--- config.mk ---
export PLATFORM = sky130hd
export DESIGN_NAME = mux_tree_pipe
export DESIGN_NICKNAME = d
export VERILOG_FILES = /design/src/rtl/mux_tree_pipe.sv
export SDC_FILE = /design/constraint.sdc
export NUM_CORES = 1
export LEC_CHECK = 0
export CORE_MARGIN = 2
export CORE_UTILIZATION = 50
export DETAILED_ROUTE_END_ITERATION = 7
export GPL_ROUTABILITY_DRIVEN = 0
export PLACE_DENSITY = 0.91
export SETUP_SLACK_MARGIN = 0.4
export SYNTH_ARGS = -nofsm -noshare
export SYNTH_HDL_FRONTEND = slang
export SYNTH_SLANG_ARGS = --single-unit
export TNS_END_PERCENT = 1
--- constraint.sdc ---
create_clock -name clk -period 6.7 [get_ports clk]
set_input_delay 0.67 -clock clk [delete_from_list [all_inputs] [get_ports clk]]
set_output_delay 0.67 -clock clk [all_outputs]
set_load 0.01 [all_outputs]
--- src/rtl/mux_tree_pipe.sv ---
// Pipelined N-to-1 lane selector: log2(N) registered 2:1 levels carrying valid and sel alongside the data.
// Global stall (en), synchronous valid flush (clear), asynchronous reset.
module mux_tree_pipe #(
  parameter int WIDTH = 8,
  parameter int N     = 16
) (
  input  logic                   clk,
  input  logic                   reset,
  input  logic                   en,
  input  logic                   clear,
  input  logic                   in_valid,
  input  logic [$clog2(N)-1:0]   sel,
  input  logic [N*WIDTH-1:0]     data,
  output logic [WIDTH-1:0]       out,
  output logic                   out_valid,
  output logic [$clog2(N)-1:0]   sel_out
);
  localparam int L = $clog2(N);

  genvar gi;
  generate
    for (gi = 0; gi < L; gi++) begin : lvl
      localparam int M = N >> (gi + 1);

      logic [2*M-1:0][WIDTH-1:0] prev_lanes;
      logic [L-1:0]              prev_sel;
      logic                      prev_valid;
      logic [M-1:0][WIDTH-1:0]   lane_reg;
      logic [M-1:0][WIDTH-1:0]   lane_next;
      logic [L-1:0]              sel_reg;
      logic                      valid_reg;

      // Level 0 reads the raw inputs; every later level reads the level before it.
      if (gi == 0) begin : g_src
        assign prev_lanes = data;
        assign prev_sel   = sel;
        assign prev_valid = in_valid;
      end else begin : g_src
        assign prev_lanes = lvl[gi-1].lane_reg;
        assign prev_sel   = lvl[gi-1].sel_reg;
        assign prev_valid = lvl[gi-1].valid_reg;
      end

      always_comb begin
        lane_next = '0;
        for (int j = 0; j < M; j++) begin
          lane_next[j] = prev_sel[gi] ? prev_lanes[2*j+1] : prev_lanes[2*j];
        end
      end

      // The full sel travels with the data so later levels and sel_out see the matching index.
      always_ff @(posedge clk or posedge reset) begin
        if (reset) begin
          lane_reg  <= '0;
          sel_reg   <= '0;
          valid_reg <= 1'b0;
        end else begin
          if (en) begin
            lane_reg <= lane_next;
            sel_reg  <= prev_sel;
          end
          if (clear) begin
            valid_reg <= 1'b0;
          end else if (en) begin
            valid_reg <= prev_valid;
          end
        end
      end
    end
  endgenerate

  assign out       = lvl[L-1].lane_reg[0];
  assign out_valid = lvl[L-1].valid_reg;
  assign sel_out   = lvl[L-1].sel_reg;

endmodule

Yosys cells after proc, flatten, opt, wreduce, memory -nomap -nowiden
Cells that the tools add are included.
Word-level totals
  bits in registers: 140
  input port bits: 137
  output and inout port bits: 13
  word-level logic and storage cells: 47
Cells by class
  multiplexer cells: 23
  reductions and logical operators: 1
Operators with widths (number)
  8-bit 2-to-1 mux: 15
  1-bit 2-to-1 mux: 8
  2-bit nonzero test: 1

Logic depth before layout (Yosys ltp)
Gate-level depths: netlist of the first run.
  word-level depth: 2
  gate-level depth with buffers: 5
  gate-level depth less buffers: 2

Worst setup path before layout of the first run
OpenSTA, ideal clock, no wires.
  path kind: input port to flip-flop
  start point: in en
  end point: reg lvl[0].sel_reg[1]
  library setup time: 0.128 ns
  arrival time: 1.270 ns
  required time: 6.572 ns
  path slack: 5.302 ns
  cell stages on the path: 3
  path through: buf_4 > buf_4 > mux2_1
RTL lines
  start, declared: line 9  | input logic en,
  end signal, assigned: line 60  | sel_reg <= prev_sel;
  end, declared: line 30  | logic [L-1:0] sel_reg;
No word-level cell between the ends.

Worst setup path after layout of the first run
  start point: in en
  end point: reg lvl[3].sel_reg[1], in the netlist sel_out[1]
RTL lines (line)
  end signal, assigned: 60
  end, declared: 30
No word-level cell between the ends.

==> results of run 1 <==
[power by group]
part,leakage [µW],switching [µW],internal [µW]
Combinational,0.00181,168,214
Clock,0.000306,368,633
Sequential,0.00155,99.6,967
[area by class of cell]
type,instances,area share (%)
sequential,140,41.7
multi-input combinational,384,30.1
timing repair buffer,152,18.0
clock buffer,18,5.23
tap,172,2.56
clock inverter,14,2.31
inverter,1,0.104
[cells in the mapped netlist, drive strengths merged]
master | n | area [µm²]
dfrtp | 140 | 3500
mux2 | 16 | 180
mux2i | 124 | 1240
buf | 39 | 323
clkbuf | 4 | 15.0
nor2 | 124 | 465
inv | 1 | 3.75
a21oi | 120 | 638
[stage by stage]
| stage | power, µW | utilization (%) | std cells |
|---|---|---|---|
| 3_5_place_dp | 1450 | 62.1 | 849 |
| 4_1_cts | 2460 | 67.1 | 881 |
| 6_report | 2450 | 67.1 | 881 |
| 3_3_place_gp | 1430 | 62.1 | 849 |
| 5_1_grt | 2540 | 67.1 | 881 |
| 2_1_floorplan | 1280 | - | 568 |
[kinds of logic (layout without fill, tap and decap cells)]
kind of cell / count (synthesis) / count (layout) / synth area share, %
and+or+nand+nor: 124 / 124 / 7.31
AOI/OAI and AO/OA: 120 / 120 / 10.0
DFF: 140 / 140 / 55.0
buffers and inverters: 44 / 185 / 5.36
muxes: 140 / 140 / 22.3
[worst min-delay path by stage]
stage | startpoint | to | slack [ns] | depth (start not counted)
after global placement | lvl[1].sel_reg[1] | lvl[1].sel_reg[1] | 0.46 | 1
after floorplan | lvl[2].sel_reg[1] | lvl[2].sel_reg[1] | 0.45 | 1
after global routing | lvl[0].sel_reg[3] | lvl[0].sel_reg[3] | 0.51 | 1
final | lvl[2].sel_reg[1] | lvl[2].sel_reg[1] | 0.49 | 1
after detailed placement | lvl[2].sel_reg[1] | lvl[2].sel_reg[1] | 0.47 | 1
after CTS | lvl[2].sel_reg[1] | lvl[2].sel_reg[1] | 0.49 | 1
[routing by layer]
layer  GRT usage (%)  wire length (µm)
met1            26.5              5740
met2            38.4              7640
met3            6.23               839
met4            12.6               673
met5               0                 0
[cells in the final DEF, fill, tap and decap left out, drive strengths merged]
cell type | synthesis | final
mux2i | 124 | 124
inv | 1 | 2
clkinvlp | 0 | 2
clkbuf | 4 | 19
buf | 39 | 4
clkdlybuf4s50 | 0 | 147
nor2 | 124 | 124
mux2 | 16 | 16
clkinv | 0 | 7
dfrtp | 140 | 140
a21oi | 120 | 120
bufinv | 0 | 4
==> impl_metrics.yaml, run 1 <==
status:
  outcome: "complete, no violations"
place:
  io_buffer_count: 149
  preCtsSetupSlack_ns: 3.85
  postPlaceCellArea_um2: 7770
  hpwl_mm: 9.49
synth:
  synth_seq_area_share_pct: 55.0
  synthCells: 568
  ys_seq_elements: 140
  ys_types: 12
  syn-cell-area_um2: 6370
  synth.avg_cell_area_um2: 11.2
  syn_nets: 705
  ys_warn_count: 0
clocking:
  clkLatencyLatePin_ns: 0.43
  cts_tree: "done"
  post_cts_resized: 0
  cts_buffer_depth: 2
  clkSinkCount: 140
  ctsHtreeMaxLevel: 4
  clk_pin_slew_ns: 0.06
  cts_hold_buffers: 0
  cts_root_buf: "clkbuf_16"
  numCtsBuffers: 17
  postCtsSetupBuffers: 0
critical_path:
  cp.arrival_ns: 2.77
  cp_slowest_stage_delay_ns: 1.00
  crit_slowest_cell: "buf_4"
  rr_worst_depth: 2
  crit_cells: 3
  startpoint: "en"
  worstReg2RegEnd: "lvl[1].lane_reg[19]"
  cp_data_required_time_ns: 7.00
  start_kind: "input pin"
  worst-path-max-fanout: 133
  critical_path_class: "in2reg"
  reg2reg_slack_ns: 5.00
  critPathTopFamily: "buffers and inverters"
  path_cells: "clkbuf_8 > buf_4 > mux2_1"
  cp-end-kind: "flop"
  worst-path-buf-inv: 2
  crit_end: "sel_out[1]"
  r2r-start: "lvl[0].sel_reg[1]"
route:
  wl_per_cell_um: 16.9
  ant_nets: 0
  via_count: 4717
  via_per_inst: 5.35
  drt_iter0_markers: 329
  firstDrtPassIters: 5
  drcViolationCount: 0
  wirelength_mm: 14.9
floorplanning:
  ioPinCount: 150
  fp.dieArea_um2: 13700
  coreArea_um2: 12500
  die_w_um: 117
  initial_utilization_pct: 50.9
  placementRows: 41
  die_h_um: 117
cells_and_area:
  multiInputGateArea_um2: 2520
  nFillCells: 885
  stdcell_area_um2: 8400
  final_layout_size_suffix_gt1_share_pct: 6.91
  largest_reg_flops: 112
  syn_to_final_growth_pct: 31.9
  nNetsFinal: 833
  diodes: 0
  seq_area_um2: 3500
sta:
  setup-violations-final: 0
  finalHoldViolations: 0
  slew_headroom_pct: 22.8
  rsz0062_at_grt: "false"
  fin_hold_ws_ns: 0.486
  period_share_pct: 36.8
  layout_min_cycle_time_ns: 2.47
  drv_slew: 0
  worstMarginPinSlew_ns: 1.16
  max_freq_ghz: 0.406
  timing.final.ws_setup_ns: 4.23
  fin_setup_tns_ns: 0
  fin_skew_ns: 0.00484
global_route:
  grt_pass1_vias: 4750
  grt_overflow_total: 0
  groute.usage.overall_pct: 22.8
  antenna_found_initial: 0
  grt_first_pass_wirelength_mm: 23.3
  grt_start_max_net_pins: 134
run:
  cap_viol_max_count: 0
power_and_ir_drop:
  p_leak_uw: 0.00367
  ir_worst_vdd_v: 0.000199
  power_density_nw_per_um2: 292
worst_hold_path:
  hp-class: "reg2reg"
No activity file was read; power rests on OpenSTA's default activity.
==> run 2: changes to the inputs <==
--- a/config.mk
+++ b/config.mk
@@ -6,10 +6,10 @@
 export NUM_CORES = 1
 export LEC_CHECK = 0
 export CORE_MARGIN = 2
-export CORE_UTILIZATION = 50
+export CORE_UTILIZATION = 45
 export DETAILED_ROUTE_END_ITERATION = 7
 export GPL_ROUTABILITY_DRIVEN = 0
-export PLACE_DENSITY = 0.91
+export PLACE_DENSITY = 0.87
 export SETUP_SLACK_MARGIN = 0.4
 export SYNTH_ARGS = -nofsm -noshare
 export SYNTH_HDL_FRONTEND = slang
==> constraint.sdc (replaced) <==
create_clock -name clk -period 2.25 [get_ports clk]
set_input_delay 0.225 -clock clk [delete_from_list [all_inputs] [get_ports clk]]
set_output_delay 0.225 -clock clk [all_outputs]
set_load 0.01 [all_outputs]
==> run 2 against run 1 <==
Clock-buffer cell count grew 8; clock skew hardly changed; routed wire length shrank 3.2%; total power grew to 2.9 times the previous value; worst hold slack worse by 0.21 ns; first-iteration DRC count grew 19%; critical endpoint is now out[0]; largest cell class unchanged; largest power group unchanged; highest routed layer unchanged.
==> impl_metrics.yaml, run 2 (synthesized netlist as in run 1, its figures left out) <==
status:
  outcome: "complete, no violations"
global_route:
  grt_start_max_net_pins: 142
  groute.usage.overall_pct: 19.9
  grt_pass1_vias: 4888
  grt_overflow_total: 0
  antenna_found_initial: 0
  grt_first_pass_wirelength_mm: 23.3
critical_path:
  cp.arrival_ns: 1.33
  crit_end: "out[0]"
  cp_data_required_time_ns: 2.03
  critPathTopFamily: "buffers and inverters"
  start_kind: "flop"
  worst-path-buf-inv: 1
  path_cells: "clkdlybuf4s50_1"
  cp_slowest_stage_delay_ns: 0.54
  startpoint: "out[0]"
  crit_slowest_cell: "clkdlybuf4s50_1"
  r2r-start: "lvl[1].sel_reg[2]"
  critical_path_class: "reg2out"
  worst-path-max-fanout: 2
  reg2reg_slack_ns: 0.74
  rr_worst_depth: 2
  cp-end-kind: "primary output"
  worstReg2RegEnd: "lvl[2].lane_reg[8]"
  crit_cells: 1
sta:
  setup-violations-final: 0
  max_freq_ghz: 0.645
  drv_slew: 0
  fin_hold_ws_ns: 0.275
  fin_skew_ns: 0.00458
  rsz0062_at_grt: "false"
  finalHoldViolations: 0
  period_share_pct: 68.9
  layout_min_cycle_time_ns: 1.55
  slew_headroom_pct: 36.0
  worstMarginPinSlew_ns: 0.960
  fin_setup_tns_ns: 0
place:
  hpwl_mm: 9.84
  postPlaceCellArea_um2: 7900
  io_buffer_count: 149
route:
  drcViolationCount: 0
  wirelength_mm: 14.4
  wl_per_cell_um: 16.1
  via_per_inst: 5.23
  firstDrtPassIters: 5
  drt_iter0_markers: 393
  ant_nets: 0
  via_count: 4679
clocking:
  clkLatencyLatePin_ns: 0.41
  cts_hold_buffers: 0
  numCtsBuffers: 17
  clkSinkCount: 140
  ctsHtreeMaxLevel: 4
  post_cts_resized: 0
  postCtsSetupBuffers: 0
  cts_root_buf: "clkbuf_16"
  cts_buffer_depth: 2
  clk_pin_slew_ns: 0.06
  cts_tree: "done"
floorplanning:
  fp.dieArea_um2: 15100
  die_h_um: 123
  ioPinCount: 150
  placementRows: 43
  initial_utilization_pct: 46.1
  coreArea_um2: 13800
  die_w_um: 123
cells_and_area:
  diodes: 0
  nNetsFinal: 838
  largest_reg_flops: 112
  final_layout_size_suffix_gt1_share_pct: 7.14
  fin_util_pct: 61.7
  layout_commonest_cell: "clkdlybuf4s50_1"
  syn_to_final_growth_pct: 33.9
  stdcell_area_um2: 8530
  layout_common_cells: "clkdlybuf4s50_1, dfrtp_1, mux2i_1, nor2_1, a21oi_1"
run:
  cap_viol_max_count: 0
power_and_ir_drop:
  p_leak_uw: 0.00372
  power_density_nw_per_um2: 847
  total_power_uw: 7220
  ir_worst_vdd_v: 0.000561
worst_hold_path:
  hp-class: "in2async"
[run 2: cell types whose count changed in the layout (fill, tap and decap cells not counted), sizes merged]
cell	previous run	this run
clkbuf	19	27
clkinv	7	3
clkinvlp	2	1
bufinv	4	3
buf	4	9
inv	2	0
[run 2: how the worst min path moves through the flow]
stage	startpoint	to	slack [ns]	cells past startpoint
after global placement	lvl[0].sel_reg[0]	lvl[0].sel_reg[0]	0.46	1
final	reset	lvl[1].sel_reg[2]	0.28	2
after global routing	en	lvl[2].lane_reg[7]	0.30	2
after floorplan	clear	lvl[0].valid_reg	0.29	1
after CTS	en	lvl[2].lane_reg[7]	0.26	2
after detailed placement	lvl[0].sel_reg[0]	lvl[0].sel_reg[0]	0.47	1
[run 2: metrics by stage]
stage / cells / setup slack, ns
2_1_floorplan: 568 / 0.276
3_3_place_gp: 862 / 0.746
3_5_place_dp: 862 / 0.721
4_1_cts: 894 / 0.691
5_1_grt: 894 / 0.634
6_report: 894 / 0.700
[run 2: layer usage]
layer  vias up  global-route usage (%)  share of wire [%]
met1      2262                    24.9                 41
met2       153                    34.5                 52
met3        27                    3.74                4.8
met4         0                    7.32                2.1
met5         -                       0                  0
li1       2237                       -                  -
[run 2: layout make-up]
class	count	area (µm²)
Timing Repair Buffer	157	1640
Tap cell	180	225
Clock inverter	6	105
Fill cell	1049	5300
Multi-Input combinational cell	384	2520
Inverter	1	7.51
Clock buffer	26	519
Sequential cell	140	3500
[run 2: report_power, final]
group | internal [µW] | total [µW] | switching, µW | leakage [µW]
Combinational | 658 | 1160 | 504 | 0.00186
Clock | 1920 | 2900 | 982 | 0.000310
Sequential | 2880 | 3160 | 280 | 0.00155
Total | 5450 | 7220 | 1770 | 0.00372
[run 2: worst reg2reg max path: cells and delay by family, from the launching register on]
| kind | cells | cell delay (ns) |
|---|---|---|
| muxes | 1 | 0.31 |
| AOI/OAI and AO/OA | 1 | 0.09 |
| DFF | 1 | 0.97 |
==> run 3: changes to the inputs <==
--- a/config.mk
+++ b/config.mk
@@ -6,10 +6,10 @@
 export NUM_CORES = 1
 export LEC_CHECK = 0
 export CORE_MARGIN = 2
-export CORE_UTILIZATION = 45
+export CORE_UTILIZATION = 50
 export DETAILED_ROUTE_END_ITERATION = 7
 export GPL_ROUTABILITY_DRIVEN = 0
-export PLACE_DENSITY = 0.87
+export PLACE_DENSITY = 0.91
 export SETUP_SLACK_MARGIN = 0.4
 export SYNTH_ARGS = -nofsm -noshare
 export SYNTH_HDL_FRONTEND = slang
==> constraint.sdc (replaced) <==
create_clock -name clk -period 1.5 [get_ports clk]
set_input_delay 0.15 -clock clk [delete_from_list [all_inputs] [get_ports clk]]
set_output_delay 0.15 -clock clk [all_outputs]
set_load 0.01 [all_outputs]
==> run 3 against run 2 <==
Combinational power increased by 55%; cell count increased by 0.22%; first-iteration DRC count shrank 21%; register-to-register slack worse by 0.43 ns; critical path depth up 2; total power grew 46%; largest power group unchanged; global-route usage rose by 3.0 points.
==> impl_metrics.yaml, run 3 (synthesized netlist as in run 1, its figures left out) <==
critical_path:
  cp.arrival_ns: 1.48
  critical_path_class: "reg2reg"
  reg2reg_slack_ns: 0.31
  cp-end-kind: "flop"
  cp_data_required_time_ns: 1.78
  r2r-start: "lvl[1].sel_reg[2]"
  start_kind: "flop"
  rr_worst_depth: 3
  worstReg2RegEnd: "lvl[2].lane_reg[14]"
  worst-path-max-fanout: 17
  startpoint: "lvl[1].sel_reg[2]"
place:
  io_buffer_count: 149
  hpwl_mm: 10.4
route:
  via_count: 4865
  drt_iter0_markers: 312
  via_per_inst: 5.43
  wl_per_cell_um: 17.0
  ant_nets: 0
  drcViolationCount: 0
  firstDrtPassIters: 5
  wirelength_mm: 15.2
cells_and_area:
  layout_common_cells: "dfrtp_1, clkdlybuf4s50_1, nor2_1, mux2i_1, a21oi_1"
  nNetsFinal: 848
  syn_to_final_growth_pct: 34.0
  diodes: 0
  layout_commonest_cell: "dfrtp_1"
  nFillCells: 865
  fin_util_pct: 68.2
  largest_reg_flops: 112
  final_layout_size_suffix_gt1_share_pct: 10.6
sta:
  rsz0062_at_grt: "true"
  worstMarginPinSlew_ns: 0.416
  setup-violations-final: 0
  max_freq_ghz: 0.839
  layout_min_cycle_time_ns: 1.19
  fin_skew_ns: 0.00885
  period_share_pct: 79.5
  drv_slew: 0
  slew_headroom_pct: 72.3
  finalHoldViolations: 0
global_route:
  antenna_found_initial: 0
  groute.usage.overall_pct: 22.9
  grt_start_max_net_pins: 74
  grt_util_met2_pct: 39.5
  busiest_layer: "met2"
  met3_usage_pct: 4.12
  globalRouteMet1Util_pct: 27.2
  grt_pass1_vias: 5077
  grt_overflow_total: 0
  grt_first_pass_wirelength_mm: 23.9
clocking:
  cts_hold_buffers: 0
  ctsHtreeMaxLevel: 4
  numCtsBuffers: 17
  cts_tree: "done"
  postCtsSetupBuffers: 0
  cts_buffer_depth: 2
  clk_pin_slew_ns: 0.07
  clkSinkCount: 140
  clkLatencyLatePin_ns: 0.42
  cts_root_buf: "clkbuf_16"
floorplanning:
  placementRows: 41
  fp.dieArea_um2: 13700
  coreArea_um2: 12500
  initial_utilization_pct: 50.9
  ioPinCount: 150
  die_w_um: 117
  die_h_um: 117
power_and_ir_drop:
  p_leak_uw: 0.00375
  power_density_nw_per_um2: 1240
  ir_worst_vdd_v: 0.000637
  total_power_uw: 10600
run:
  cap_viol_max_count: 0
worst_hold_path:
  hp-class: "in2async"
status:
  outcome: "complete, no violations"
[run 3: per-layer routing]
| metal | up-vias | share of wire (%) |
|---|---|---|
| met5 | - | 0 |
| met4 | 0 | 3.8 |
| met3 | 46 | 4.6 |
| met2 | 168 | 52 |
| met1 | 2391 | 40 |
| li1 | 2260 | - |
[run 3: how the worst max path moves through the flow]
| stage | slack [ns] | depth (start not counted) | end |
|---|---|---|---|
| detailed placement | 0.26 | 4 | lvl[0].lane_reg[57] |
| global placement | 0.31 | 4 | lvl[0].lane_reg[57] |
| finish | 0.31 | 3 | lvl[2].lane_reg[14] |
| floorplan | -0.40 | 1 | lvl[0].lane_reg[0] |
| CTS | 0.27 | 1 | out[4] |
| global route | 0.28 | 3 | lvl[2].lane_reg[12] |
[run 3: stage by stage]
stage	hold slack [ns]	setup TNS (ns)	setup WS [ns]	instance area [µm²]	std cells
6_report	0.206	0	0.308	8530	896
5_1_grt	0.264	0	0.285	8530	896
4_1_cts	0.230	0	0.271	8560	896
2_1_floorplan	0.216	-55.87	-0.399	6370	568
3_5_place_dp	0.474	0	0.259	7990	864
3_3_place_gp	0.464	0	0.312	7990	864
[run 3: timing repair]
action / in CTS / in global routing
setup endpoints to repair: 48 / 47
gates resized for setup: 21 / 20
cloned: 0 / 0
[run 3: report_power, final]
part	switching [µW]	internal (µW)	leakage, µW	total, µW
clock network	1720	2340	0.000282	4060
logic	853	952	0.00192	1800
registers	374	4320	0.00155	4690
total	2950	7610	0.00375	10600
[run 3: critical path, cell delays in order (launching register included)]
cell     delay (ns)
dfrtp_1        0.36
buf_6          0.25
mux2i_1        0.31
a21oi_1        0.12
[run 3: cell type report]
| cell class | count | area (µm²) | area share, % |
|---|---|---|---|
| clock buffers | 17 | 425 | 4.98 |
| clock inverters | 15 | 150 | 1.76 |
| inverters | 1 | 7.51 | 0.0880 |
| multi-input cells | 384 | 2530 | 29.7 |
| flip-flops and latches | 140 | 3510 | 41.1 |
| well taps | 172 | 215 | 2.52 |
| repair buffers | 167 | 1700 | 19.9 |
